`config.mk`:
```
export PLATFORM = sky130hd
export DESIGN_NAME = sap_core_param
export DESIGN_NICKNAME = d
export VERILOG_FILES = /design/src/rtl/sap_core_param.sv
export SDC_FILE = /design/constraint.sdc
export NUM_CORES = 1
export LEC_CHECK = 0
export CAP_MARGIN = 20
export CORE_MARGIN = 1
export CORE_UTILIZATION = 61
export CTS_CLUSTER_DIAMETER = 120
export DETAILED_ROUTE_END_ITERATION = 8
export GPL_TIMING_DRIVEN = 0
export PLACE_DENSITY = 0.8
export SYNTH_ARGS = -nofsm -noshare
export SYNTH_HDL_FRONTEND = slang
export SYNTH_SLANG_ARGS = --single-unit
```
`constraint.sdc`:
```
create_clock -name clk -period 3.1 [get_ports clk]
set_input_delay 0.31 -clock clk [delete_from_list [all_inputs] [get_ports clk]]
set_output_delay 0.31 -clock clk [all_outputs]
set_load 0.02 [all_outputs]
```
`src/rtl/sap_core_param.sv`:
```
// SAP-1 style accumulator core: 6-cycle fetch/execute FSM, internal RAM, program-load mode.
// Optional SAP_JUMP_EN enables JMP/JC/JZ; without it opcodes 0x5-0x7 execute as NOPs.
module sap_core_param #(
   parameter int DATA_W = 8,
   parameter int ADDR_W = 4
) (
   input  logic              clk,
   input  logic              clr,
   input  logic              prog_mode,
   input  logic              prog_we,
   input  logic [ADDR_W-1:0] prog_addr,
   input  logic [DATA_W-1:0] prog_data,
   output logic [DATA_W-1:0] out,
   output logic              out_valid,
   output logic              halted,
   output logic [ADDR_W-1:0] pc,
   output logic              flag_z,
   output logic              flag_c
);
   localparam int DEPTH = 1 << ADDR_W;

   typedef enum logic [2:0] {T1, T2, T3, T4, T5, T6, HALT, LOAD} state_t;
   typedef enum logic [3:0] {
      OP_LDA = 4'h0, OP_ADD = 4'h1, OP_SUB = 4'h2, OP_STA = 4'h3,
      OP_LDI = 4'h4, OP_JMP = 4'h5, OP_JC  = 4'h6, OP_JZ  = 4'h7,
      OP_OUT = 4'hE, OP_HLT = 4'hF
   } opcode_t;

   state_t            state, state_next;
   logic [ADDR_W-1:0] mar;
   logic [DATA_W-1:0] ir, acc, b_reg, ram_rdata;
   logic [DATA_W-1:0] ram [DEPTH];
   logic [3:0]        opcode;
   logic [ADDR_W-1:0] operand;
   logic [DATA_W:0]   alu_sum;
   logic              take_jump;
   logic              ram_we;
   logic [ADDR_W-1:0] ram_waddr;
   logic [DATA_W-1:0] ram_wdata;
   logic              unused_ir;

   assign opcode    = ir[DATA_W-1 -: 4];
   assign operand   = ir[ADDR_W-1:0];
   assign unused_ir = ^ir;
   assign ram_rdata = ram[mar];
   assign out_valid = (state == T5) && (opcode == OP_OUT);

   // SUB adds the two's complement of B, so the carry out means ACC >= B.
   always_comb begin
      if (opcode == OP_SUB)
         alu_sum = {1'b0, acc} + {1'b0, ~b_reg} + {{DATA_W{1'b0}}, 1'b1};
      else
         alu_sum = {1'b0, acc} + {1'b0, b_reg};
   end

   // NOTE: every signal written in always_comb gets a default first, so no latch can be inferred.
   always_comb begin
      take_jump = 1'b0;
`ifdef SAP_JUMP_EN
      case (opcode)
         OP_JMP:  take_jump = 1'b1;
         OP_JC:   take_jump = flag_c;
         OP_JZ:   take_jump = flag_z;
         default: take_jump = 1'b0;
      endcase
`endif
   end

   always_comb begin
      state_next = state;
      case (state)
         T1:      state_next = T2;
         T2:      state_next = T3;
         T3:      state_next = T4;
         T4:      state_next = (opcode == OP_HLT) ? HALT : T5;
         T5:      state_next = T6;
         T6:      state_next = T1;
         HALT:    state_next = HALT;
         LOAD:    state_next = T1;
         default: state_next = T1;
      endcase
      if (prog_mode) state_next = LOAD;
   end

   // Program writes own the port in LOAD; an aborting prog_mode also kills a pending STA.
   always_comb begin
      ram_we    = 1'b0;
      ram_waddr = mar;
      ram_wdata = acc;
      if (state == LOAD) begin
         ram_we    = prog_we;
         ram_waddr = prog_addr;
         ram_wdata = prog_data;
      end else if ((state == T5) && (opcode == OP_STA) && !prog_mode) begin
         ram_we = 1'b1;
      end
   end

   // NOTE: sequential state uses non-blocking assignments so every register samples pre-edge values.
   always_ff @(posedge clk or negedge clr) begin
      if (!clr) begin
         state  <= T1;
         pc     <= '0;
         mar    <= '0;
         ir     <= '0;
         acc    <= '0;
         b_reg  <= '0;
         out    <= '0;
         flag_z <= 1'b0;
         flag_c <= 1'b0;
         halted <= 1'b0;
      end else begin
         state  <= state_next;
         halted <= (state == HALT) && !prog_mode;
         if (!prog_mode) begin
            case (state)
               T1: mar <= pc;
               T2: pc  <= pc + ADDR_W'(1);
               T3: ir  <= ram_rdata;
               T4: begin
                  case (opcode)
                     OP_LDA, OP_ADD, OP_SUB, OP_STA: mar <= operand;
                     OP_LDI:  acc <= DATA_W'(operand);
                     OP_OUT:  out <= acc;
                     default: ;
                  endcase
                  if (take_jump) pc <= operand;
               end
               T5: begin
                  if (opcode == OP_LDA) acc <= ram_rdata;
                  if ((opcode == OP_ADD) || (opcode == OP_SUB)) b_reg <= ram_rdata;
               end
               T6: begin
                  if ((opcode == OP_ADD) || (opcode == OP_SUB)) begin
                     {flag_c, acc} <= alu_sum;
                     flag_z        <= (alu_sum[DATA_W-1:0] == '0);
                  end
               end
               LOAD: begin
                  // Leaving program mode restarts from address 0; out is deliberately kept.
                  pc     <= '0;
                  mar    <= '0;
                  ir     <= '0;
                  acc    <= '0;
                  b_reg  <= '0;
                  flag_z <= 1'b0;
                  flag_c <= 1'b0;
               end
               default: ;
            endcase
         end
      end
   end

   // NOTE: the RAM has no reset; its contents must survive clr.
   always_ff @(posedge clk) begin
      if (ram_we) ram[ram_waddr] <= ram_wdata;
   end

endmodule

```
==> impl_metrics.tcl <==
set metrics [dict create \
    crit_path_end_kind "register" \
    layout_commonest_cell "edfxtp_1" \
    grt_pass1_vias 4902 \
    clockRootBuffer "clkbuf_16" \
    power_mw 8.672 \
    holdWs_ps 357.1 \
    critical_path_required_ps 3160 \
    worstPathMaxFanout 8 \
    wl_per_cell_um 23.18 \
    hold_class "input port to asynchronous set/reset pin" \
    startpoint "state[0]" \
    crit_arrival_ps 3020 \
    reg2reg_to "ram[8][7]" \
    outcome "complete, no violations" \
    antenna_cells 0 \
    hold_viol 0 \
    drt_iter0_drc 526 \
    synth_fp_nets 565 \
    start_kind "register" \
    ios 32 \
    top_register "ram" \
    fmax_ghz 0.3373 \
    die_w_um 116.3 \
    leakage_nw 3.294 \
    wl_um 17780 \
    synth_edf_count 128 \
    min_period_ps 2965 \
    layout-drive-gt1-share_pct 19.16 \
    numClockSinks 174 \
    grt_use_total_pct 28.80 \
    worstSetupEndpoint "ram[8][7]" \
    relSlewSlack_pct 40.85 \
    setup_viol 0 \
    async_reset_ff_share_pct 26.44 \
    vdd_drop_max_uv 679.5 \
    drv_slew 0 \
    dp_hpwl_um 12170 \
    final_antenna_net_count 0 \
    row_count 41 \
    seq_area_frac_synth_pct 62.64 \
    die_area_sq_um 13530 \
    dr.pass1.iters 6 \
    overflow 0 \
    tns_ps 0 \
    worstRegToRegCells 7 \
    tritoncts "yes" \
    ctsHtreeMaxLevel 4 \
    antenna_found_initial 0 \
    viasPerCell 6.351 \
    power_density_nw_per_um2 947.3 \
    portBuffers 31 \
    largest_reg_flops 128 \
    mostFrequentLayoutCells "128 x edfxtp_1, 46 x dfrtp_1, 40 x mux4_2, 39 x nor2_1, 31 x nand2_1" \
    reg2reg_from "state[0]" \
    synth_cell_types 60 \
    synth_area_sq_um 7974 \
    fin_ws_ps 135.5 \
    ys_seq_elements 174 \
    rrSetupSlack_ps 140 \
    area.growth.synth_to_final_pct 14.81 \
    avgSynthCellArea_sq_um 15.07 \
    clkTransAtPathRegs_ps 70 \
    synth_ff_type "edfxtp_1" \
    fin_skew_ps 9.671 \
    num-nets-final 618 \
    dpl_worst_slack_ps 163.9 \
    cts_resized 0 \
    syn-instance-count 529 \
    insertion_delay_ps 430 \
    drc 0 \
    cts_buffers 17 \
    place.gp.congestion 0.9679 \
    fp.dieH_um 116.3 \
    initial_core_util_pct 62.93 \
    grt_max_degree 28 \
    vias 4871 \
    grt_pass1_wl_um 27250 \
    core_area_sq_um 12670 \
    rsz0062_at_grt "yes" \
    clock_path_buffers 2 \
    worstMarginPinSlew_ps 883.4 \
    cap_violations 0 \
    yosysWarnings 0 \
    timing.final.crit_share_pct 95.63 \
    n_fill_cell 803 \
    crit_type "register to register" \
]
==> power by group <==
group          leakage, nW  internal, mW  switching (mW)
clock network        0.299          1.30           0.956
registers             1.75          2.96           0.246
logic                 1.25          1.38            1.83
==> worst min-delay path by stage <==
stage / startpoint / to / slack (ps)
after floorplan: clr / acc[0] / 10
after global placement: out[4] / out[4] / 470
after detailed placement: clr / b_reg[6] / 280
after CTS: clr / b_reg[6] / 360
after global routing: clr / b_reg[6] / 430
final: clr / b_reg[6] / 360
==> metrics by stage <==
stage,util [%],instances,area [sq um]
3_3_place_gp,67.08,732,8499
3_5_place_dp,67.26,734,8522
5_1_grt,72.25,767,9155
6_report,72.25,767,9155
2_1_floorplan,-,529,7974
4_1_cts,72.25,767,9155
==> synthesized netlist by cell type, types with 4 or more instances <==
master    instances  area share [%]
inv_1            19            0.89
ha_1             18             2.8
nor2_1           39             1.8
nor2b_1           4            0.31
mux4_2           40              11
nor3_1            6            0.38
a31oi_1           4            0.31
xnor2_1           5            0.55
mux2_1            7            0.99
nand2b_1          5            0.39
buf_6             5            0.71
mux2_4            8             1.5
and2_1            7            0.55
a21oi_1          26             1.6
edfxtp_1        128              48
o21ai_1          21             1.3
nand3_1           5            0.31
buf_2             6            0.38
o31ai_1           4            0.38
mux2_2           11             1.6
dfrtp_1          46              14
nor3b_1           7            0.66
nand2_1          31             1.5
a22oi_1           5            0.47
clkbuf_1         12            0.56
o21ai_0          14            0.88
==> logic make-up after synthesis <==
family	share of synthesized area [%]
DFF	62.64
and+or+nand+nor	7.877
AOI/OAI and AO/OA	7.061
muxes	15.60
buffers and inverters	2.730
adders and majority gates	3.327
xor gates and xnor gates	0.7689
==> layer usage <==
metal | routed length (um) | up-vias | part of all wire, % | global-route usage (%)
li1 | - | 2144 | - | -
met1 | 6890 | 2469 | 39 | 35.35
met2 | 9236 | 218 | 52 | 49.98
met3 | 1226 | 40 | 6.9 | 6.279
met4 | 428 | 0 | 2.4 | 11.37
met5 | 0 | - | 0 | 0
==> critical path, stage by stage, from the launching register on <==
cell,delay (ps)
dfrtp_1,410
nand2b_1,230
nor2_1,410
and3_1,300
inv_1,60
o22ai_1,260
nand2_1,180
nor2_1,720
==> layout make-up <==
cell class | count | area (sq um) | share of cell area [%]
plain buffers | 24 | 135.1 | 1.476
clock buffers | 17 | 425.4 | 4.647
clock inverters | 15 | 197.7 | 2.159
inverters | 22 | 82.58 | 0.9020
multi-input cells | 309 | 2761 | 30.16
flip-flops and latches | 174 | 4995 | 54.56
well taps | 172 | 215.2 | 2.351
repair buffers | 34 | 342.8 | 3.745
==> timing repair <==
| item | CTS | global route |
|---|---|---|
| endpoints found under the hold margin | 19 | 0 |
| buffers inserted | 0 | 0 |
| endpoints found under the setup margin | 0 | 16 |
| hold buffers | 1 | 0 |
(Power assumes the default switching activity.)
